[src/rtl/nibble_packer.sv]
// Packs a stream of 4-bit nibbles into NIBBLES-wide words, first nibble in the LSBs.
// A word is emitted when it fills or when in_last closes a packet early.
module nibble_packer #(
  parameter int NIBBLES = 4,
  localparam int W = 4 * NIBBLES
) (
  input  logic         clk,
  input  logic         rst,
  input  logic         in_valid,
  input  logic [3:0]   in_nibble,
  input  logic         in_last,
  output logic         in_ready,
  output logic         out_valid,
  output logic [W-1:0] out_word,
  output logic [3:0]   out_count,
  output logic         out_last,
  input  logic         out_ready,
  output logic [2:0]   fill_state
);

  // Handshake: a transfer happens on any rising edge where valid && ready.
  // Valid may not depend on ready; ready never depends on the same-side valid or data.
  typedef enum logic [2:0] {
    FILL_0, FILL_1, FILL_2, FILL_3, FILL_4, FILL_5, FILL_6, FILL_7
  } fill_e;

  localparam fill_e LAST_FILL = fill_e'(NIBBLES - 1);

  fill_e        cnt, cnt_n;
  logic [W-1:0] acc, acc_n;
  logic [W-1:0] merged;
  logic         take, completing;
  logic         out_valid_n, out_last_n;
  logic [W-1:0] out_word_n;
  logic [3:0]   out_count_n;

  assign fill_state = cnt;

  always_ff @(posedge clk) begin
    if (rst) begin
      cnt       <= FILL_0;
      acc       <= '0;
      out_valid <= 1'b0;
      out_word  <= '0;
      out_count <= 4'd0;
      out_last  <= 1'b0;
    end else begin
      cnt       <= cnt_n;
      acc       <= acc_n;
      out_valid <= out_valid_n;
      out_word  <= out_word_n;
      out_count <= out_count_n;
      out_last  <= out_last_n;
    end
  end

  always_comb begin
    in_ready    = !rst && (!out_valid || out_ready);
    take        = in_valid && in_ready;
    completing  = take && ((cnt == LAST_FILL) || in_last);

    // Unfilled upper nibbles of acc are always zero, so merging needs no mask.
    merged                    = acc;
    merged[4*int'(cnt) +: 4]  = in_nibble;

    cnt_n       = cnt;
    acc_n       = acc;
    out_valid_n = out_valid;
    out_word_n  = out_word;
    out_count_n = out_count;
    out_last_n  = out_last;

    if (out_valid && out_ready) begin
      out_valid_n = 1'b0;
    end

    // A completing nibble reloads the output register even as the old word leaves.
    if (take) begin
      if (completing) begin
        out_valid_n = 1'b1;
        out_word_n  = merged;
        out_count_n = {1'b0, cnt} + 4'd1;
        out_last_n  = in_last;
        acc_n       = '0;
        cnt_n       = FILL_0;
      end else begin
        acc_n = merged;
        cnt_n = fill_e'(cnt + 3'd1);
      end
    end
  end

endmodule

[config.mk]
export PLATFORM = sky130hd
export DESIGN_NAME = nibble_packer
export DESIGN_NICKNAME = d
export VERILOG_FILES = /design/src/rtl/nibble_packer.sv
export SDC_FILE = /design/constraint.sdc
export NUM_CORES = 1
export LEC_CHECK = 0
export CORE_ASPECT_RATIO = 2
export CORE_MARGIN = 2
export CORE_UTILIZATION = 45
export CTS_BUF_LIST = sky130_fd_sc_hd__clkbuf_4 sky130_fd_sc_hd__clkbuf_8 sky130_fd_sc_hd__clkbuf_16
export DETAILED_ROUTE_END_ITERATION = 10
export PLACE_DENSITY_LB_ADDON = 0.08
export SLEW_MARGIN = 40
export SYNTH_ARGS = -nofsm -noshare
export SYNTH_HDL_FRONTEND = slang
export SYNTH_SLANG_ARGS = --single-unit
[constraint.sdc]
create_clock -name clk -period 2.7 [get_ports clk]
set_clock_uncertainty 0.2 [all_clocks]
set_input_delay 0.27 -clock clk [delete_from_list [all_inputs] [get_ports clk]]
set_output_delay 0.27 -clock clk [all_outputs]
set_load 0.02 [all_outputs]
==> flow_summary_export.csv <==
group,metric,value,unit
run_status,outcome,"finished clean",
finish,layout.nets,239,
timing,fmax,0.405,GHz
logic_synthesis,synth_area,1720,um2
placement,hpwl,2980,um
floorplanning,core_area,3650,um2
global_route,antenna_found_initial,0,
setup_path,cp_slowest_cell,"or4b_4",
floorplanning,ios,35,
route,top_layer,"met4",
floorplanning,die_area,4350,um2
timing,finalHoldViolCount,0,
finish,area_delta_synth_final,29.4,%
logic_synthesis,ys_ff_latch,41,
logic_synthesis,yosysWarningCount,0,
cts,clock_latency,0.29,ns
finish,multiInputGateArea,850,um2
setup_path,path_max_fanout,5,
logic_synthesis,synth-compound-area-share,0.226,
placement,place_congestion,0.932,
placement,dp_cells,266,
setup_path,reg2reg_from,"fill_state[0]",
route,drc,0,
pwr,power_density,547,nW/um2
logic_synthesis,synthFlopType,"dfxtp_1",
setup_path,crit_required,2.68,ns
placement,port-buffer-count,34,
setup_path,cp_common_cell,"ha_1",
cts,clockBufferDepth,2,
placement,placed_area,2130,um2
timing,period_needed,2.47,ns
cts,clock-root-buffer,"clkbuf_8",
logic_synthesis,synth_fp_nets,198,
timing,setup_tns,0,ns
global_route,grt_max_degree,30,
logic_synthesis,yosys-mux-area-fraction,0.0124,
timing,rsz0062_at_grt,"false",
finish,fin_cells,274,
setup_path,path_class,"reg2reg",
route,drt_iter0_markers,22,
logic_synthesis,ys_types,38,
logic_synthesis,synth_top_area_frac,0.478,
logic_synthesis,syn_avg_cell_area,9.37,um2
logic_synthesis,yosys.area_share.simple,0.213,
route,vias,1500,
floorplanning,rows,31,
logic_synthesis,synth_top_family_by_area,"compound AO/OA/AOI/OAI gates",
finish,final_cell_area,2220,um2
min_path,min_from,"acc[13]",
logic_synthesis,synth-xor-area-share,0,
global_route,grt_pass1_wl,7160,um
finish,drive_above_1_share,0.124,
floorplanning,die_w,47.7,um
setup_path,arrival,2.45,ns
timing,worst_pin_slew,0.529,ns
route,wl,4050,um
route,ant_nets,0,
min_path,hp-class,"reg2reg",
logic_synthesis,synth-edff-count,0,
timing,worst_slack,0.228,ns
min_path,hold_path_end,"acc[13]",
global_route,grt_use_total,0.226,
timing,slew_viol_final,0,
min_path,hold_path_depth,2,
floorplanning,fp.dieH,91.3,um
setup_path,end_kind,"flop",
setup_path,rr_worst_depth,7,
logic_synthesis,synth-async-reset-ratio,0,
finish,fillers,338,
cts,clkTransAtPathRegs,0.07,ns
route,first_pass_iters,4,
timing,relSlewSlack,0.644,
pwr,p_total,1.21,mW
finish,n_antenna_cell,0,
route,vias_per_cell,5.47,
setup_path,critPathLaunchType,"flop",
route,wl_met2,2160,um
cts,postCtsHoldBufs,0,
route,wire_per_inst,14.8,um
global_route,first_global_vias,1506,
cts,numCtsBuffers,5,
cts,cts-htree-levels,2,
setup_path,r2r_end,"acc[0]",
route,wl_met3,195,um
global_route,grt_overflow_total,0,
pwr,irDropWorstVdd,0.000415,V
placement,pre_cts_slack,0.253,ns
cts,post_cts_resized,0,
pwr,leakagePower,0.778,nW
logic_synthesis,seq_area_frac_synth,0.478,
timing,finalCritPeriodShare,0.916,
route,wl_met1,1610,um
logic_synthesis,synthTopCellsByArea,"dfxtp_1, a211oi_1, nor2_1, nand2_1, ha_1",
setup_path,cp_cell_sequence,"inv_2 -> ha_1 -> ha_1 -> or4b_4 -> o31a_1 -> o21ba_1 -> a22o_1",
logic_synthesis,syn_inst,183,
logic_synthesis,synth_fa_ha_area_frac,0.0438,
timing,setup_violations,0,
job,cap_violations,0,
setup_path,r2r_slack,0.23,ns
cts,cts_sinks,41,
setup_path,slowest_delay,0.51,ns
logic_synthesis,synth_top_area_cell,"dfxtp_1",
cts,cts_tree,"yes",
floorplanning,start_util,0.470,
cts,cts_setup_buffers,0,
finish,seq_area,821,um2
==> report_power, final <==
group	internal (mW)	switching (mW)	total (mW)
sequential	0.623	0.00956	0.633
combinational	0.0755	0.0926	0.168
clock	0.214	0.199	0.413
==> critical path, delay by kind of cell, from the launching register on <==
kind | cells | cell delay, ns
AOI/OAI and AO/OA | 3 | 0.70
adders and majority gates | 2 | 0.52
and+or+nand+nor | 1 | 0.51
DFF | 1 | 0.35
buffers and inverters | 1 | 0.08
==> per-stage QoR <==
step	hold WS (ns)	utilization
CTS	0.252	0.609
floorplan	0.195	-
detailed placement	0.242	0.584
global placement	0.236	0.584
finish	0.250	0.609
global route	0.282	0.609
==> flip-flops by register name, summed over array words and instances, names as in the netlist <==
name	flops
acc	16
fill_state	3
out_count	4
out_last	1
out_valid	1
out_word	16
==> metal layers <==
layer / global-route usage / vias up
li1: - / 751
met1: 0.275 / 698
met2: 0.370 / 44
met3: 0.0398 / 7
met4: 0.0901 / 0
met5: 0 / -
==> layout by cell type (no fill, tap or decap), drive strengths merged, types with 2 or more instances in the layout <==
cell type and count:
buf 6, inv 3, or3 2, dfxtp 41
nand2 22, a22o 8, nand3 4, nor2 26
clkbuf 8, a221oi 4, a211oi 13, a22oi 9
o21ai 8, ha 6, a21oi 10, clkdlybuf4s50 34
nor3 7
==> cell usage after synthesis (3+ instances only) <==
cell / instances
a21oi_1: 10
nor2_1: 24
nand2_1: 21
o21ai_1: 4
ha_1: 6
o21ai_0: 4
nand3_1: 3
a221oi_1: 4
a211oi_1: 13
dfxtp_1: 41
a22oi_1: 9
nor3_1: 5
clkbuf_1: 4
a22o_1: 8
==> cell families after synthesis <==
group | Yosys count
simple gates | 70
compound gates | 55
flops | 41
buf+inv | 9
fa+ha+maj | 6
mux | 2
==> layout make-up <==
type                            count  share of cell area
Inverter                            3             0.00507
Multi-Input combinational cell    133               0.383
Tap cell                           49              0.0276
Timing Repair Buffer               40               0.174
Clock buffer                        8              0.0411
Sequential cell                    41               0.370
==> worst max path at each step <==
stage	from	to	slack, ns	cells past startpoint
final	fill_state[0]	acc[0]	0.23	7
after floorplan	fill_state[0]	acc[0]	0.0002	7
after global routing	fill_state[0]	acc[0]	0.11	7
after global placement	fill_state[0]	acc[0]	0.33	7
after CTS	fill_state[0]	acc[0]	0.24	7
after detailed placement	fill_state[0]	acc[0]	0.25	7
No activity file was read; power rests on OpenSTA's default activity.
